<file path="config.mk">
export PLATFORM = sky130hd
export DESIGN_NAME = dmem_arbiter
export DESIGN_NICKNAME = d
export VERILOG_FILES = /design/src/rtl/dmem_arbiter.sv
export SDC_FILE = /design/constraint.sdc
export NUM_CORES = 1
export LEC_CHECK = 0
export ABC_AREA = 1
export CAP_MARGIN = 10
export CELL_PAD_IN_SITES_DETAIL_PLACEMENT = 2
export CELL_PAD_IN_SITES_GLOBAL_PLACEMENT = 2
export CORE_AREA = 3 3 163 165
export DETAILED_ROUTE_END_ITERATION = 16
export DIE_AREA = 0 0 166 168
export PLACE_DENSITY_LB_ADDON = 0.1
export SLEW_MARGIN = 10
export SYNTH_ARGS = -nofsm -noshare
export SYNTH_HDL_FRONTEND = slang
export SYNTH_SLANG_ARGS = --single-unit
</file>
<file path="constraint.sdc">
create_clock -name CLK -period 3.85 [get_ports CLK]
set_input_delay 0.77 -clock CLK [delete_from_list [all_inputs] [get_ports CLK]]
set_output_delay 0.77 -clock CLK [all_outputs]
set_load 0.1 [all_outputs]
</file>
<file path="src/rtl/dmem_arbiter.sv">
// dmem_arbiter: two-requester round-robin arbiter and sequencer for a single-port
// data memory (synchronous write, combinational read, word-indexed address).
// Optional feature macro: DMEM_ARB_LOCK_EN adds m0_lock/m1_lock so one requester
// can hold the memory across several commands (atomic read-modify-write).
//
// Handshake: a requester raises mX_req with a stable command (we/addr/wdata) and
// holds it until the one-cycle mX_gnt pulse. The completion follows as a
// one-cycle mX_rvalid in the next cycle, with mX_rdata/mX_err valid alongside it.
// A req still high in the cycle after gnt is treated as a new request.
module dmem_arbiter #(
  parameter int AW         = 32,
  parameter int DW         = 32,
  parameter int DEPTH_LOG2 = 16
) (
  input  logic          CLK,
  input  logic          rst_n,
  input  logic          m0_req,
  input  logic          m0_we,
  input  logic [AW-1:0] m0_addr,
  input  logic [DW-1:0] m0_wdata,
`ifdef DMEM_ARB_LOCK_EN
  input  logic          m0_lock,
`endif
  output logic          m0_gnt,
  output logic          m0_rvalid,
  output logic [DW-1:0] m0_rdata,
  output logic          m0_err,
  input  logic          m1_req,
  input  logic          m1_we,
  input  logic [AW-1:0] m1_addr,
  input  logic [DW-1:0] m1_wdata,
`ifdef DMEM_ARB_LOCK_EN
  input  logic          m1_lock,
`endif
  output logic          m1_gnt,
  output logic          m1_rvalid,
  output logic [DW-1:0] m1_rdata,
  output logic          m1_err,
  output logic          mem_we,
  output logic [AW-1:0] mem_a,
  output logic [DW-1:0] mem_wd,
  input  logic [DW-1:0] mem_rd,
  output logic          busy
);

  typedef enum logic {IDLE = 1'b0, ACCESS = 1'b1} state_t;

  state_t        r_state, w_next_state;

  // Latched command; r_last is the port served most recently (1 after reset so port 0 wins the first tie)
  logic          r_last, r_owner, r_we, r_err;
  logic [AW-1:0] r_addr;
  logic [DW-1:0] r_wdata;

  logic          r_m0_rvalid, r_m0_err, r_m1_rvalid, r_m1_err;
  logic [DW-1:0] r_m0_rdata, r_m1_rdata;

  logic          w_req0, w_req1, w_take, w_win;
  logic          w_sel_we, w_sel_err;
  logic [AW-1:0] w_sel_addr;
  logic [DW-1:0] w_sel_wdata;

`ifdef DMEM_ARB_LOCK_EN
  logic          r_locked, r_lock_port;
  logic          w_sel_lock, w_own_req, w_own_lock;

  // While locked, only the lock owner is eligible for arbitration
  assign w_req0     = m0_req & ~(r_locked &  r_lock_port);
  assign w_req1     = m1_req & ~(r_locked & ~r_lock_port);
  assign w_sel_lock = w_win       ? m1_lock : m0_lock;
  assign w_own_req  = r_lock_port ? m1_req  : m0_req;
  assign w_own_lock = r_lock_port ? m1_lock : m0_lock;

  // Lock follows each latched command; an owner that is idle with lock low frees it
  always_ff @(posedge CLK or negedge rst_n) begin
    if (!rst_n) begin
      r_locked    <= 1'b0;
      r_lock_port <= 1'b0;
    end else if (r_state == IDLE) begin
      if (w_take) begin
        r_locked    <= w_sel_lock;
        r_lock_port <= w_win;
      end else if (r_locked && !w_own_req && !w_own_lock) begin
        r_locked    <= 1'b0;
      end
    end
  end
`else
  assign w_req0 = m0_req;
  assign w_req1 = m1_req;
`endif

  // Round-robin choice: a lone request wins, a tie goes to the port not served last
  always_comb begin
    w_take = w_req0 | w_req1;
    if (w_req0 && w_req1) w_win = ~r_last;
    else                  w_win = w_req1;
  end

  assign w_sel_we    = w_win ? m1_we    : m0_we;
  assign w_sel_addr  = w_win ? m1_addr  : m0_addr;
  assign w_sel_wdata = w_win ? m1_wdata : m0_wdata;
  assign w_sel_err   = (w_sel_addr >> DEPTH_LOG2) != '0;

  // State register
  always_ff @(posedge CLK or negedge rst_n) begin
    if (!rst_n) r_state <= IDLE;
    else        r_state <= w_next_state;
  end

  // Next state: any eligible request starts a one-cycle access
  always_comb begin
    w_next_state = r_state;
    case (r_state)
      IDLE:    if (w_take) w_next_state = ACCESS;
      ACCESS:  w_next_state = IDLE;
      default: w_next_state = IDLE;
    endcase
  end

  // Outputs decoded from state; out-of-range commands never write memory
  always_comb begin
    busy   = (r_state != IDLE);
    m0_gnt = 1'b0;
    m1_gnt = 1'b0;
    mem_we = 1'b0;
    mem_a  = r_addr;
    mem_wd = r_wdata;
    if (r_state == ACCESS) begin
      m0_gnt = ~r_owner;
      m1_gnt =  r_owner;
      mem_we = r_we & ~r_err;
    end
  end

  // Command latch on arbitration; round-robin pointer moves when the access runs
  always_ff @(posedge CLK or negedge rst_n) begin
    if (!rst_n) begin
      r_last  <= 1'b1;
      r_owner <= 1'b0;
      r_we    <= 1'b0;
      r_err   <= 1'b0;
      r_addr  <= '0;
      r_wdata <= '0;
    end else if (r_state == IDLE && w_take) begin
      r_owner <= w_win;
      r_we    <= w_sel_we;
      r_err   <= w_sel_err;
      r_addr  <= w_sel_addr;
      r_wdata <= w_sel_wdata;
    end else if (r_state == ACCESS) begin
      r_last  <= r_owner;
    end
  end

  // Registered completion routed to the owner; rdata only changes on reads
  always_ff @(posedge CLK or negedge rst_n) begin
    if (!rst_n) begin
      r_m0_rvalid <= 1'b0;
      r_m0_err    <= 1'b0;
      r_m0_rdata  <= '0;
      r_m1_rvalid <= 1'b0;
      r_m1_err    <= 1'b0;
      r_m1_rdata  <= '0;
    end else begin
      r_m0_rvalid <= 1'b0;
      r_m1_rvalid <= 1'b0;
      if (r_state == ACCESS) begin
        if (!r_owner) begin
          r_m0_rvalid <= 1'b1;
          r_m0_err    <= r_err;
          if (!r_we) r_m0_rdata <= r_err ? '0 : mem_rd;
        end else begin
          r_m1_rvalid <= 1'b1;
          r_m1_err    <= r_err;
          if (!r_we) r_m1_rdata <= r_err ? '0 : mem_rd;
        end
      end
    end
  end

  assign m0_rvalid = r_m0_rvalid;
  assign m0_err    = r_m0_err;
  assign m0_rdata  = r_m0_rdata;
  assign m1_rvalid = r_m1_rvalid;
  assign m1_err    = r_m1_err;
  assign m1_rdata  = r_m1_rdata;

endmodule

</file>
Yosys cells after proc, flatten, opt, wreduce, memory -nomap -nowiden
Index checks and enable logic that the tools add are counted.
W data, S select, Z words.
- flip-flop bits (word level): 137
- input bits: 166
- output and inout bits: 136
- word-level logic and storage cells: 43
- muxes and demuxes: 14
- bitwise operators: 8
- reduce and logical (&&, ||, !) cells: 8
- operators with widths (operator ; count):
    $mux W32 ; 3
    $reduce_bool A32 Y1 ; 1
    $mux W1 ; 10
    $not A1 Y1 ; 6
    $reduce_and A2 Y1 ; 3
    $reduce_and A3 Y1 ; 2
    $logic_and A1 B1 Y1 ; 2
    $pmux W1 S2 ; 1
    $and A1 B1 Y1 ; 1
    $or A1 B1 Y1 ; 1

Depth between registers and ports, before layout
Gate-level depths: netlist of the first run.
- word-level depth: 4
- mapped depth: 10
- mapped depth without buffers: 9

Least setup slack after synthesis of the first run
Ideal clock, no wire load.
- path kind: register -> output
- from: register r_state (netlist: busy)
- to: output mem_we
- arrival time: 3.319 ns
- required time: 3.080 ns
- path slack: -0.239 ns
- stages on the path, launching flop included: 3
- path buffers: 0
- cells stage by stage: dfrtp_1 -> inv_1 -> nor3_1
- longest elaborated chain between the ends: 1
- RTL lines (what ; RTL line ; RTL):
    start: declaration ; 48 ; state_t r_state, w_next_state;
    start signal: assignment ; 108 ; else r_state <= w_next_state;
    $mux W1 ; 129 ; if (r_state == ACCESS) begin
    end: declaration ; 39 ; output logic mem_we,
No other way between the ends.

Worst setup path after layout of the first run
- from: register r_state (netlist: busy)
- to: output busy
- RTL lines (what ; RTL line ; RTL):
    end: declaration ; 43 ; output logic busy
No word-level cell between the ends.

==> impl.org, run 1 <==
** Critical path
- Top cell family by delay on the critical path :: buffers and inverters
- Data on the critical path is required at its endpoint by between 3 and 4 ns.
- Data arrives at the worst endpoint at 2.11 ns.
- The worst setup path is of the reg2out kind.
- Worst r2r src :: r_last
- Across all register-to-register paths, the minimum setup slack is 1.68 ns.
- The slowest stage of the critical path belongs to the cell clkdlybuf4s50_1.
- STA classifies the critical path startpoint as a flop.
- The endpoint identified for the worst register-to-register timing path is r_err.
- Slowest Stage Delay on Critical Path :: 1.22 ns
- The signal on the critical path passes through clkdlybuf4s50_1.
- STA classifies the critical path endpoint as a primary output.
- Maximum fanout encountered on the critical timing path :: 5
- Counting both buffers and inverters, the worst setup path holds a total of 1.
- Cell count of the worst reg-to-reg path :: 10

** Synthesis
- The commonest cells after synthesis are dfrtp_1 (136), nand2_1 (107), nor2_1 (102).
- Cell area after synthesis :: ~6000 um^2
- Count of flip-flops with a built-in enable after synthesis :: 0
- The largest total area in the synthesized netlist belongs to dfrtp_1.
- Sequential fraction of the synthesis area :: 0.568
- Number of register bits inferred by synthesis :: 137
- Yosys mapped the design onto 24 distinct sky130hd cell types.
- Averaged over all synthesized cells, the footprint is ~9.6 um^2.
- After technology mapping, the gate count stands at 630.
- After synthesis, the cell types taking the most area are dfrtp_1 (56%), mux2_2 (11%), o21ai_0 (8.0%).
- Leading cell type by number of instances after synthesis :: dfrtp_1
- For this run, the number of Yosys warnings is 0.
- Of the post-synthesis cell area, the dominant cell type holds 0.564.
- When the netlist entered floorplanning its net count stood at 796.
- Async set-or-reset flop fraction in the synthesized netlist :: 1.00
- Among all flip-flop cells after synthesis, the most frequent one is dfrtp_1.

** Clock tree
- Number of sinks handled by clock tree synthesis :: 137
- In this run, post-CTS repair resized a total of 0 instances.
- CTS hold repair buffers :: 0
- Number of buffers created by CTS :: 17
- CTS clock-pin slew for the worst setup and hold paths :: 0.07 ns
- Clock tree from TritonCTS :: built
- After clock tree synthesis, the setup repair step added 0 buffers.
- Maximum level of the CTS H-tree :: 4
- Max Buffers Root-to-Sink :: 2
- Cell at the root of the clock tree :: clkbuf_16
- Clock Latency Late Sink :: around 0.42 ns

** Place
- Routability-driven placement finished with a final weighted congestion of 0.807.
- Summing all placed instances gives a cell area of about 9400 um^2.
- Timing analysis after detailed placement gives a worst setup slack of 0.941 ns.
- Buffers added on ports :: between 300 and 400
- Detailed placement finished with a half-perimeter wire length of around 18 mm.

** Global route
- Most heavily used metal layer in global routing :: met2
- Across every metal layer, demand over resource in global routing totals 0.170.
- In the global route stage, met3 resource usage came out at 0.0664.
- For met1 alone, demand over resource in global routing was 0.195.
- The first global-routing pass estimated about 37 mm of wire.
- Entering global routing, the biggest net connects 73 pins.
- The number of global-route vias before repair came to roughly 6,400.
- Routing usage on met2 :: 0.298
- Global route total overflow :: 0
- The number of antenna violations at the first check in global routing is 3.

** STA
- Of the available clock period, the critical path in the final layout requires 0.748.
- The number of hold-slack violations in the final timing report is 0.
- Setup slack on the critical path of the routed design comes to between 0.9 and 1 ns.
- Worst clock skew on the final layout :: 0.0137 ns
- Slew @ Worst Pin :: 1.06 ns
- Setup violations remaining at the end of the flow were counted as 0.
- Timing-limited maximum frequency :: between 300 and 400 MHz
- Setup total negative slack on the finished layout was measured at 0 ns.
- The number of pins exceeding their max-slew limit in the final report came to 0.
- The routed design could run at a clock period as short as slightly below 3 ns.
- In this run the tightest slew margin relative to its limit is 0.292.
- The tightest hold path in the finished design has a slack of 0.381 ns.
- Unrepaired setup endpoints after global routing :: false

** Detailed routing
- Post-route DRC violation count :: 0
- Total Wirelength :: 23.9 mm
- Number of search-and-repair iterations in the first detailed-routing pass :: 4
- The first routing iteration left 141 violations.
- DR vias :: 5,624
- Antenna viol nets, final :: 0
- Via count normalized by instance count :: between 4 and 5
- Average wire length per cell after detail routing :: 18.9 um

** Min path
- Path type of the worst min-delay path :: in2async

** Power and ir drop
- The analysis attributes to cell leakage a power of 4.48 nW.
- In this run the power density over the cells is 561 nW/um^2.
- The worst-case IR drop observed on VDD is 0.000223 V.

** Die
- Total I/O pin count :: 302
- Overall die area :: 27,900 um^2
- The floorplan step set the die height to 168 um.
- The initial utilization of the core area, before any placement, comes to 0.240.
- In this run the core area contains 58 standard-cell rows.
- Die span in x :: 166 um
- Std-Cell Core Area :: ~25,000 um^2

** Run
- Max-cap check violation count :: 0

** Finish
- Relative area change from synthesis to final layout :: 65.0%
- Final instance area :: 9960 um^2
- Of the cells placed in the final design, the portion with a size suffix greater than 1 is 0.121.
- In the final design database the tool counted around 1,100 nets.

** Status
- Status :: completed
-- cell families (layout without fill, tap and decap cells) --
| logic type | Yosys count | in the layout | share of synthesized area |
|---|---|---|---|
| AOI/OAI and AO/OA | 116 | 116 | 0.0975 |
| buffers and inverters | 89 | 393 | 0.0655 |
| DFF | 137 | 137 | 0.568 |
| muxes | 64 | 64 | 0.119 |
| other | 0 | 3 | 0 |
| and+or+nand+nor | 224 | 224 | 0.149 |
-- power by group --
| group | internal (mW) | switching, mW |
|---|---|---|
| Sequential | 1.61 | 0.110 |
| Clock | 0.919 | 0.715 |
| Combinational | 0.558 | 1.67 |
-- metrics by stage --
step	power, mW	instances	util
2_1_floorplan	3.27	630	-
3_3_place_gp	3.97	1232	0.372
3_5_place_dp	4.00	1232	0.372
4_1_cts	5.67	1264	0.395
5_1_grt	5.85	1267	0.395
6_report	5.58	1267	0.395
-- routing by layer --
layer  part of all wire  vias up
met3              0.082       18
met4              0.012        0
met2               0.50      200
met5                  0        -
li1                   -     2622
met1               0.40     2784
-- state kept, by name (all words and copies together), names as in the netlist, 32 cells and up --
| register | flops |
|---|---|
| mem_wd | 32 |
| mem_a | 32 |
| m1_rdata | 32 |
| m0_rdata | 32 |
-- worst max path at each step --
stage / from / to / slack, ns / depth (start not counted)
5_1_grt: busy / busy / 0.90 / 1
3_3_place_gp: m1_req / r_err / 1.08 / 9
6_report: busy / busy / 0.97 / 1
4_1_cts: busy / busy / 0.91 / 1
3_5_place_dp: m1_req / r_err / 0.94 / 9
2_1_floorplan: busy / m0_gnt / 0.47 / 2
-- placed cells by master (no fill, tap or decap), types with 2 or more instances in the layout --
cell type,netlist,final
clkdlybuf4s50_1,0,297
dfrtp_1,136,136
nand2_1,107,106
nor2_1,102,101
o21ai_0,96,96
mux2_2,60,60
inv_1,49,49
clkbuf_16,0,17
o21ai_1,13,13
buf_4,5,11
nand3b_1,9,9
a31oi_1,5,5
mux2_1,4,4
inv_8,0,4
diode_2,0,3
nand3_1,3,3
clkinvlp_4,0,3
inv_6,0,3
nor2_4,1,2
clkinv_4,0,2
buf_12,0,2
-- area by class of cell --
class / instances / area (um^2)
Antenna cell: 3 / 7.51
Clock buffer: 17 / 425
Clock inverter: 15 / 163
Fill cell: 2697 / 15200
Inverter: 50 / 188
Multi-Input combinational cell: 404 / 2220
Sequential cell: 137 / 3430
Tap cell: 330 / 413
Timing Repair Buffer: 311 / 3110
Note: power is estimated with default switching activity, not from simulation.
==> inputs of run 2 (changes only) <==
CORE_AREA = 3 3 178 180   (was 3 3 163 165)
DIE_AREA = 0 0 181 183   (was 0 0 166 168)
clock period = 2.4 ns   (was 3.85 ns; I/O delays follow)
==> run 2 against run 1 <==
Compared with the run above:
- non-clock buffer count increased by 11
- clock skew hardly changed
- hold slack got worse by 0.37 ns
- first-iteration DRC count grew 14%
- global-route usage shrank 2.8 points
- sequential power rose by 60%
- clock-buffer cell count up 1
- critical endpoint is now m1_gnt
==> impl.org, run 2 (same netlist as run 1, synthesis figures left out) <==
** Clock tree
- Post-CTS setup-driven buffer insertion count :: 0
- Maximum level of the CTS H-tree :: 4
- Number of buffers created by CTS :: 17
- Counting along the longest clock path gives a buffer depth of 2.
- Number of sinks handled by clock tree synthesis :: 137
- The cell sitting at the root of the clock tree is a clkbuf_16.
- TritonCTS built the clock tree.
- CTS hold repair buffers :: 0
- The number of gates resized after CTS was 0.
- Clock Latency Late Sink :: about 0.42 ns
- After clock tree synthesis, the clock-pin slew on the worst setup and hold paths is 0.07 ns.

** Die
- # rows :: 64
- Overall die area :: between 30,000 and 40,000 um^2
- The total area inside the core boundary comes to 30,300 um^2.
- Die Height :: roughly 180 um
- Total I/O pin count :: 302
- Initial core utilization :: 0.199
- The floorplan step set the die width to 181 um.

** Finish
- Final instance area :: 9910 um^2
- FILL cells :: approximately 3,400
- 0 antenna diodes ended up in the layout.
- Once layout is complete, the utilization of the core stands at 0.326.
- Commonest non-fill, non-tap cell in the layout :: clkdlybuf4s50_1
- The count of cells in the finished layout, fillers not included, comes to 1,341.
- Ratio of cells with drive above 1 in the final layout :: 0.274
- Relative area change from synthesis to final layout :: 64.2%
- Fin nets :: 1,098
- In the layout the commonest cells are clkdlybuf4s50_1 (164), buf_4 (145), dfrtp_1 (136), nand2_1 (106), nor2_1 (100).

** Critical path
- The worst register-to-register path begins at r_owner.
- STA classifies the critical path endpoint as a primary output.
- For flop-to-flop paths, the worst setup slack is roughly 0.63 ns.
- Walking the worst path, the cells encountered are nand2_1 -> clkinvlp_4 -> buf_12.
- STA classifies the critical path startpoint as a flop.
- The endpoint identified for the worst register-to-register timing path is m1_rdata[24].
- Cell count of the worst reg-to-reg path :: 4
- Maximum fanout encountered on the critical timing path :: 5
- Cell with the largest stage delay on the worst path :: dfrtp_1
- Following the worst setup path forward leads to its endpoint at m1_gnt.
- Tracing the worst setup path back leads to its startpoint at r_owner.
- The largest single stage delay on the critical path is 0.46 ns.
- The setup path with the least slack is of type reg2out.
- The number of buffers and inverters on the critical path is 2.
- Data arrives at the worst endpoint at ~1.6 ns.
- In this run the number of cells on the critical path is 3.
- Top cell family by delay on the critical path :: flip-flops
- At the worst endpoint, the required time is 1.92 ns.

** STA
- Total count of hold-check failures in the final report :: 0
- Setup violations remaining at the end of the flow were counted as 0.
- Slew @ Worst Pin :: 0.532 ns
- Slew margin rel. :: 0.645
- For the finished layout, the period the worst path requires is 2.04 ns.
- Unrepaired setup endpoints after global routing :: false
- Ratio of final minimum period to clock period :: 0.849
- In the final timing run, aggregate negative setup slack is 0 ns.
- Static timing analysis puts the maximum clock frequency at 491 MHz.
- Final-report max-slew violation count :: 0
- Across the routed clock network, the largest skew measured is 0.0140 ns.

** Run
- Max-cap check violation count :: 0

** Global route
- Initial antenna violation count :: 2
- Entering global routing, the biggest net connects 51 pins.
- For this run, the total global-route usage over all layers was measured as 0.142.
- The number of global-route vias before repair was 6,140.
- The first global-routing pass estimated 36.7 mm of wire.
- After global routing the overflow that remains totals 0.

** Place
- Buffers added on ports :: 301
- Gp weighted congestion :: slightly below 0.7
- After detailed placement, the design holds a cell count of 1,309.
- The HPWL after detailed placement is about 17 mm.
- In this run the cell area measured after placement is 9340 um^2.

** Power and ir drop
- Switch share :: 0.457
- Internal power :: 4.85 mW
- Static leakage :: 4.76 nW
- Summed over all nets, the switching power comes to 4.09 mW.
- Worst VDD drop :: 0.000383 V
- Fraction of power consumed by sequential logic :: 0.308
- The completed layout was analyzed and its total power is 8.94 mW.
- Clock network power share :: 0.294
- Power density relative to cell area :: about 900 nW/um^2
- Proportion of power drawn by combinational gates :: 0.398

** Detailed routing
- Once detail routing completed, the nets flagged for antenna violations numbered 0.
- Average wire length per cell after detail routing :: around 18 um
- DR vias :: 5,501
- Number of search-and-repair iterations in the first detailed-routing pass :: 4
- Total Wirelength :: about 24 mm
- Violation count after the first detailed-route iteration :: 161
- After detailed routing, the number of vias per cell comes to about 4.1.
- For this run, design rule violations remaining after detail routing come to 0.

** Status
- Status :: completed

** Min path
- Path type of the worst min-delay path :: in2async
[run 2: cell count changes in the layout (fill, tap and decap cells not counted), sizes merged]
cell,before,now
clkinv,4,3
clkinvlp,3,5
buf,14,158
bufinv,1,0
inv,57,56
clkdlybuf4s50,297,164
diode,3,0
clkbuf,17,18
[run 2: area by class of cell]
| type | instances | area, um^2 | share of cell area |
|---|---|---|---|
| sequential | 137 | 3430 | 0.346 |
| timing repair buffer | 322 | 2980 | 0.301 |
| tap | 396 | 495 | 0.0500 |
| inverter | 50 | 191 | 0.0193 |
| multi-input combinational | 404 | 2240 | 0.226 |
| clock inverter | 14 | 133 | 0.0134 |
| clock buffer | 18 | 439 | 0.0443 |
[run 2: worst min path at each step]
| stage | startpoint | end | slack [ns] | cells past startpoint |
|---|---|---|---|---|
| final | rst_n | m1_rdata[1] | 0.01 | 1 |
| after global routing | rst_n | m0_rdata[3] | 0.03 | 1 |
| after CTS | rst_n | m0_rdata[9] | 0.03 | 1 |
| after detailed placement | mem_wd[19] | mem_wd[19] | 0.48 | 2 |
| after global placement | mem_wd[5] | mem_wd[5] | 0.47 | 2 |
| after floorplan | rst_n | busy | 0.18 | 0 |
[run 2: stage by stage]
stage | hold slack (ns) | setup WS [ns]
6_report | 0.0141 | 0.363
2_1_floorplan | 0.184 | -0.232
3_3_place_gp | 0.470 | 0.128
4_1_cts | 0.0323 | 0.334
5_1_grt | 0.0345 | 0.287
3_5_place_dp | 0.480 | 0.0934
[run 2: power by group through the flow]
stage | clock network (mW) | registers [mW] | logic, mW
after CTS | 2.75 | 2.76 | 3.62
after floorplan | 0 | 4.66 | 0.599
final | 2.63 | 2.75 | 3.56
after global placement | 0 | 2.79 | 3.61
after detailed placement | 0 | 2.80 | 3.62
after global routing | 2.85 | 2.80 | 3.75
[run 2: per-layer routing]
metal / track usage / vias up / routed length [um]
met5: 0 / - / 27
met4: 0.0274 / 4 / 121
met3: 0.0696 / 13 / 2480
met2: 0.225 / 195 / 10900
met1: 0.177 / 2650 / 10200
li1: - / 2639 / -
